`src/rtl/flappy_pkg.sv`:
```
// Shared game-state encoding and elaboration helpers for the flappy control
// blocks. The score and motion blocks decode state_t directly.
package flappy_pkg;

    typedef enum logic [1:0] {
        S_IDLE  = 2'd0,
        S_PLAY  = 2'd1,
        S_DYING = 2'd2,
        S_OVER  = 2'd3
    } state_t;

    // Larger of two integers, used to size counters shared by two limits.
    function automatic int max_int(input int a, input int b);
        return (a > b) ? a : b;
    endfunction

endpackage

```
`src/rtl/rise_edge.sv`:
```
// Rising-edge detector: registers the previous level of d and produces a
// combinational one-cycle strobe when d goes from 0 to 1.
module rise_edge (
    input  logic Clk,
    input  logic Reset,
    input  logic d,
    output logic rise
);

    logic d_q;

    // History register holding last cycle's level of d.
    always_ff @(posedge Clk or posedge Reset) begin
        if (Reset) begin
            d_q <= 1'b0;
        end else begin
            d_q <= d;
        end
    end

    assign rise = d & ~d_q;

endmodule

```
`src/rtl/collision_handler.sv`:
```
// Integrates per-pixel collision over each frame, qualifies a frame-level hit
// and runs the game state machine that gates motion, scrolling and scoring.
//
//  state   | meaning
//  --------+------------------------------------------------------------
//  S_IDLE  | waiting for the player's first flap
//  S_PLAY  | game running, collisions integrated per frame
//  S_DYING | fall animation, DEATH_FRAMES frames, flap ignored
//  S_OVER  | game over screen, flap ignored for HOLDOFF frames
module collision_handler
    import flappy_pkg::*;
#(
    parameter int HIT_THRESH   = 4,
    parameter int DEATH_FRAMES = 60,
    parameter int HOLDOFF      = 30,
    parameter int CNT_W        = 12
) (
    input  logic       Clk,
    input  logic       Reset,
    input  logic       frame_clk,
    input  logic       collision,
    input  logic       flap,
    output logic [1:0] state,
    output logic       play_en,
    output logic       freeze,
    output logic       game_over,
    output logic       hit_pulse,
    output logic       score_clear
);

    localparam int FRM_MAX = max_int(DEATH_FRAMES, HOLDOFF);
    localparam int FRM_W   = $clog2(FRM_MAX + 1);

    localparam logic [CNT_W-1:0] HIT_TH     = CNT_W'(HIT_THRESH);
    localparam logic [FRM_W-1:0] DEATH_LAST = FRM_W'(DEATH_FRAMES - 1);
    localparam logic [FRM_W-1:0] HOLD_CNT   = FRM_W'(HOLDOFF);
    localparam logic [FRM_W-1:0] FRM_LIM    = FRM_W'(FRM_MAX);

    if (HIT_THRESH < 1 || HIT_THRESH >= (1 << CNT_W)) begin : g_bad_hit_thresh
        $error("collision_handler: HIT_THRESH must be in [1, 2**CNT_W)");
    end
    if (DEATH_FRAMES < 1 || HOLDOFF < 1) begin : g_bad_frames
        $error("collision_handler: DEATH_FRAMES and HOLDOFF must be >= 1");
    end

    logic             frame_tick;
    logic             flap_rise;
    logic             frame_hit;
    logic [CNT_W-1:0] hit_cnt;
    logic [FRM_W-1:0] frm_cnt;
    state_t           state_q;
    state_t           state_nxt;
    logic             play_en_nxt;
    logic             freeze_nxt;
    logic             game_over_nxt;
    logic             hit_pulse_nxt;
    logic             score_clear_nxt;

    rise_edge u_frame_edge (
        .Clk   (Clk),
        .Reset (Reset),
        .d     (frame_clk),
        .rise  (frame_tick)
    );

    rise_edge u_flap_edge (
        .Clk   (Clk),
        .Reset (Reset),
        .d     (flap),
        .rise  (flap_rise)
    );

    // Hit decision looks at the count accumulated before the tick cycle; the
    // tick cycle's own collision belongs to the new frame.
    assign frame_hit = (hit_cnt >= HIT_TH);

    // Per-frame collision pixel counter, saturating; only live while staying in PLAY.
    always_ff @(posedge Clk or posedge Reset) begin
        if (Reset) begin
            hit_cnt <= '0;
        end else if (state_q != S_PLAY || state_nxt != S_PLAY) begin
            hit_cnt <= '0;
        end else if (frame_tick) begin
            hit_cnt <= collision ? CNT_W'(1) : '0;
        end else if (collision && hit_cnt != '1) begin
            hit_cnt <= hit_cnt + 1'b1;
        end
    end

    // Frame counter: restarts on every state change, counts ticks in DYING/OVER.
    always_ff @(posedge Clk or posedge Reset) begin
        if (Reset) begin
            frm_cnt <= '0;
        end else if (state_nxt != state_q) begin
            frm_cnt <= '0;
        end else if (frame_tick && (state_q == S_DYING || state_q == S_OVER)
                     && frm_cnt != FRM_LIM) begin
            frm_cnt <= frm_cnt + 1'b1;
        end
    end

    // State register.
    always_ff @(posedge Clk or posedge Reset) begin
        if (Reset) begin
            state_q <= S_IDLE;
        end else begin
            state_q <= state_nxt;
        end
    end

    // Next-state logic; a hit on a frame boundary outranks everything in PLAY.
    always_comb begin
        state_nxt = state_q;
        case (state_q)
            S_IDLE: begin
                if (flap_rise) state_nxt = S_PLAY;
            end
            S_PLAY: begin
                if (frame_tick && frame_hit) state_nxt = S_DYING;
            end
            S_DYING: begin
                if (frame_tick && frm_cnt == DEATH_LAST) state_nxt = S_OVER;
            end
            S_OVER: begin
                // >= keeps the exit open if the shared counter runs past HOLDOFF.
                if (flap_rise && frm_cnt >= HOLD_CNT) state_nxt = S_IDLE;
            end
            default: state_nxt = S_IDLE;
        endcase
    end

    // Output decode: level outputs from the current state, pulses from transitions.
    always_comb begin
        play_en_nxt     = (state_q == S_PLAY);
        freeze_nxt      = (state_q == S_DYING) || (state_q == S_OVER);
        game_over_nxt   = (state_q == S_OVER);
        hit_pulse_nxt   = (state_q == S_PLAY) && (state_nxt == S_DYING);
        score_clear_nxt = (state_q == S_OVER) && (state_nxt == S_IDLE);
    end

    // Output registers; all outputs clear immediately on reset.
    always_ff @(posedge Clk or posedge Reset) begin
        if (Reset) begin
            play_en     <= 1'b0;
            freeze      <= 1'b0;
            game_over   <= 1'b0;
            hit_pulse   <= 1'b0;
            score_clear <= 1'b0;
        end else begin
            play_en     <= play_en_nxt;
            freeze      <= freeze_nxt;
            game_over   <= game_over_nxt;
            hit_pulse   <= hit_pulse_nxt;
            score_clear <= score_clear_nxt;
        end
    end

    assign state = state_q;

endmodule

```
`config.mk`:
```
export PLATFORM = sky130hd
export DESIGN_NAME = collision_handler
export DESIGN_NICKNAME = d
export VERILOG_FILES = /design/src/rtl/flappy_pkg.sv /design/src/rtl/rise_edge.sv /design/src/rtl/collision_handler.sv
export SDC_FILE = /design/constraint.sdc
export NUM_CORES = 1
export LEC_CHECK = 0
export CORE_UTILIZATION = 35
export CTS_CLUSTER_DIAMETER = 100
export DETAILED_ROUTE_END_ITERATION = 8
export GPL_TIMING_DRIVEN = 0
export PLACE_DENSITY = 0.61
export RECOVER_POWER = 25
export SLEW_MARGIN = 20
export SYNTH_ARGS = -nofsm -noshare
export SYNTH_HDL_FRONTEND = slang
export SYNTH_SLANG_ARGS = --single-unit
```
`constraint.sdc`:
```
create_clock -name Clk -period 1.7 [get_ports Clk]
set_input_delay 0.425 -clock Clk [delete_from_list [all_inputs] [get_ports Clk]]
set_output_delay 0.425 -clock Clk [all_outputs]
set_load 0.05 [all_outputs]
```
==> out/qor.tcl <==
set qor(tightest_slew_ns) 1.010
set qor(ys_top_cells_by_area) {dfrtp_1 (47%), ha_1 (4.4%), a21oi_1 (3.8%)}
set qor(first_iter_violations) 40
set qor(synth-edff-count) 0
set qor(synth-adder-area-share_pct) 4.371
set qor(slew_headroom_pct) 32.58
set qor(postLayoutSetupSlackWorst_ns) -0.1494
set qor(critical_path.reg2reg.startpoint) {hit_cnt[8]$_DFFE_PP0P_}
set qor(numClockSinks) 27
set qor(cpMaxStageDelayCell) {or4_4}
set qor(initial_utilization_pct) 37.68
set qor(finalSetupViolations) 10
set qor(critical_path_buf_inv_count) 0
set qor(netlist.area_leader.share_pct) 47.20
set qor(hold_viol_final) 0
set qor(worst-endpoint-required_ns) 1.87
set qor(critPathKind) {reg2reg}
set qor(dp_hpwl_um) 1972
set qor(start_kind) {flip-flop}
set qor(synthesis.area_per_instance_um2) 9.940
set qor(area_delta_synth_final_pct) 27.36
set qor(muxShareOfSynthArea_pct) 1.399
set qor(synth.cell_area_um2) 1431
set qor(maximum_fanout_along_the_worst_path) 2
set qor(async_reset_ff_share_pct) 100.0
set qor(hold_start) {frame_clk}
set qor(core_area_um2) 3799
set qor(vdd_drop_max_mv) 0.3335
set qor(cp_data_arrival_time_ns) 2.01
set qor(violated_checks) {setup timing}
set qor(grt_pass1_vias) 1158
set qor(ctsHoldBuffers) 0
set qor(end_kind) {flip-flop}
set qor(design.final.nets) 180
set qor(rsz0062_at_grt) {true}
set qor(n_diodes) 0
set qor(cts_tree) {done}
set qor(cts.root.buffer_cell) {clkbuf_8}
set qor(combinational_family_with_the_most_area_after_synthesis) {simple AND/OR/NAND/NOR gates}
set qor(globalRoute.totalOverflow) 0
set qor(route.detailed.vias_per_inst) 5.442
set qor(crit_path_cell_trace) {or4_4, or4_4, and3_4, nand2b_4}
set qor(critical-path-top-delay-family) {simple AND/OR/NAND/NOR gates}
set qor(cells_after_synth) 144
set qor(largest_net_degree_at_the_start_of_global_routing) 28
set qor(worstSetupStartpoint) {hit_cnt[8]$_DFFE_PP0P_}
set qor(die_width_um) 65.95
set qor(cts.path.max_buffers) 2
set qor(number_of_max_slew_violations_in_the_final_report) 0
set qor(post-synth-top-area-cell) {dfrtp_1}
set qor(worst_path_largest_cell_delay_ns) 0.54
set qor(synth_seq_cells) 27
set qor(cts-buffers-inserted) 3
set qor(finalClockSkew_ns) 0.005220
set qor(area_of_the_die_um2) 4349
set qor(grt_antenna_before_repair) 0
set qor(drt_pass1_iterations) 5
set qor(timing.fmax_mhz) 540.7
set qor(wire_length_of_the_first_global_routing_pass_um) 5444
set qor(crit_top_cell) {or4_4}
set qor(xor_xnor_cell_area_share_of_the_yosys_netlist_pct) 3.671
set qor(fin_hold_ws_ns) 0.3381
set qor(dr_total_vias) 1181
set qor(drt-total-wl_um) 3090
set qor(drv_cap) 0
set qor(dpl_worst_slack_ns) -0.5874
set qor(synth_simple_gate_area_share_pct) 25.96
set qor(result_of_the_run) {finished, violations left}
set qor(placementRows) 22
set qor(synth.net_count) 154
set qor(power_leakage_nw) 0.8187
set qor(tns_ns) -0.4899
set qor(final.period_utilization_pct) 108.8
set qor(antenna_left) 0
set qor(floorplan_die_height_um) 65.95
set qor(io-pin-count) 12
set qor(fraction_of_the_mapped_netlist_area_in_compound_gates_pct) 13.99
set qor(insertion_delay_ns) 0.28
set qor(hold_path_class) {in2reg}
set qor(numPortBuffers) 11
set qor(period_minus_slack_ns) 1.849
set qor(pwr_density_cell_nw_per_um2) 1083
set qor(synthDistinctLibCells) 41
set qor(global_route.usage.total_pct) 16.35
set qor(htreeDepth) 1
set qor(yosys_most_used_dff) {dfrtp_1}
set qor(gp_routability_congestion) 0.8534
set qor(drc_errors) 0
set qor(number_of_warnings_reported_in_the_yosys_synthesis_log) 0
set qor(clock_transition_at_the_registers_of_the_reported_paths_ns) 0.09
set qor(share_of_synthesized_area_occupied_by_flip_flops_and_latches_pct) 47.20
set qor(share_of_final_layout_standard_cells_stronger_than_drive_strength_1_pct) 24.85
set qor(final.fill_count) 360
set qor(routedWlPerCell_um) 14.24
==> Yosys cell counts, drive strengths merged (3+ instances only) <==
cell type / number
a21oi: 11
a31oi: 3
and3: 4
clkbuf: 5
dfrtp: 27
ha: 5
inv: 8
nand2: 6
nand2b: 4
nand3: 8
nand4: 7
nor2: 7
nor3: 10
o21ai: 4
or4: 3
xnor2: 3
xor2: 3
==> metrics by stage <==
stage                     total power [mW]  util [%]  area, µm²  std cells
after floorplan                      1.334         -       1431        144
after global placement               1.529     42.16       1602        203
after detailed placement             1.554     42.16       1602        203
after CTS                            1.950     46.31       1759        215
after global routing                 2.116     47.99       1823        217
final                                1.974     47.99       1823        217
==> cell usage in the layout, fill, tap and decap left out, types with 3 or more instances in the layout <==
cell and count:
dfrtp_1 23, buf_4 12, nand3_1 8, inv_1 7, nand4_1 7, a21oi_1 7
nor3_1 7, nor2_1 6, nand2_1 6, dlygate4sd2_1 6, clkbuf_1 4, a21oi_2 4
ha_1 4, dfrtp_2 4, a31oi_1 3, xnor2_1 3, xor2_1 3, or4_4 3
o21ai_0 3, clkbuf_8 3
==> logic make-up after synthesis <==
kind of cell	count (synthesis)
buffers and inverters	13
adder cells (fa/ha/maj)	5
AO/OA/AOI/OAI	30
AND/OR/NAND/NOR	61
flip-flops	27
multiplexers	2
XOR/XNOR	6
==> cell type report <==
type | count | area, µm² | area share (%)
Multi-Input combinational cell | 104 | 808.3 | 44.34
Sequential cell | 27 | 680.7 | 37.34
Timing Repair Buffer | 23 | 186.4 | 10.23
Tap cell | 48 | 60.06 | 3.294
Clock buffer | 4 | 45.04 | 2.471
Inverter | 8 | 30.03 | 1.647
Buffer | 3 | 12.51 | 0.6863
==> timing repair <==
action	in CTS	in global routing
pin swaps	4	8
setup buffers	9	4
endpoints found under the setup margin	28	20
gates resized for setup	19	17
==> state kept, by name, indices dropped and copies added, names as in the netlist <==
| signal | flops |
|---|---|
| hit_cnt | 12 |
| frm_cnt | 6 |
| game_over | 1 |
| state | 2 |
| score_clear | 1 |
| hit_pulse | 1 |
| u_frame_edge.d_q | 1 |
| play_en | 1 |
| u_flap_edge.d_q | 1 |
| freeze | 1 |
==> power by group <==
| group | switching [mW] | leakage [nW] | internal, mW |
|---|---|---|---|
| sequential | 0.0690 | 0.353 | 0.740 |
| clock | 0.203 | 0.0228 | 0.168 |
| combinational | 0.538 | 0.443 | 0.255 |
| total | 0.809 | 0.819 | 1.16 |
==> final timing paths <==
path	to	slack [ns]	depth (start not counted)
setup / recovery	state[1]$_DFF_PP0_	-0.15	4
hold / removal	u_frame_edge.d_q$_DFF_PP0_	0.34	1
setup reg to reg	state[1]$_DFF_PP0_	-0.15	4
hold reg to reg	state[0]$_DFF_PP0_	0.54	1
max in group asynchronous	hit_cnt[2]$_DFFE_PP0P_	0.20	2
min in group asynchronous	state[0]$_DFF_PP0_	0.82	2
==> routing by layer <==
| layer | GRT usage [%] | up-vias | share of wire, % |
|---|---|---|---|
| met1 | 23.32 | 559 | 49 |
| met3 | 2.069 | 5 | 3.5 |
| met2 | 25.00 | 32 | 46 |
| met4 | 6.383 | 0 | 1.6 |
| met5 | 0 | - | 0 |
| li1 | - | 585 | - |
Note: power is estimated with default switching activity, not from simulation.
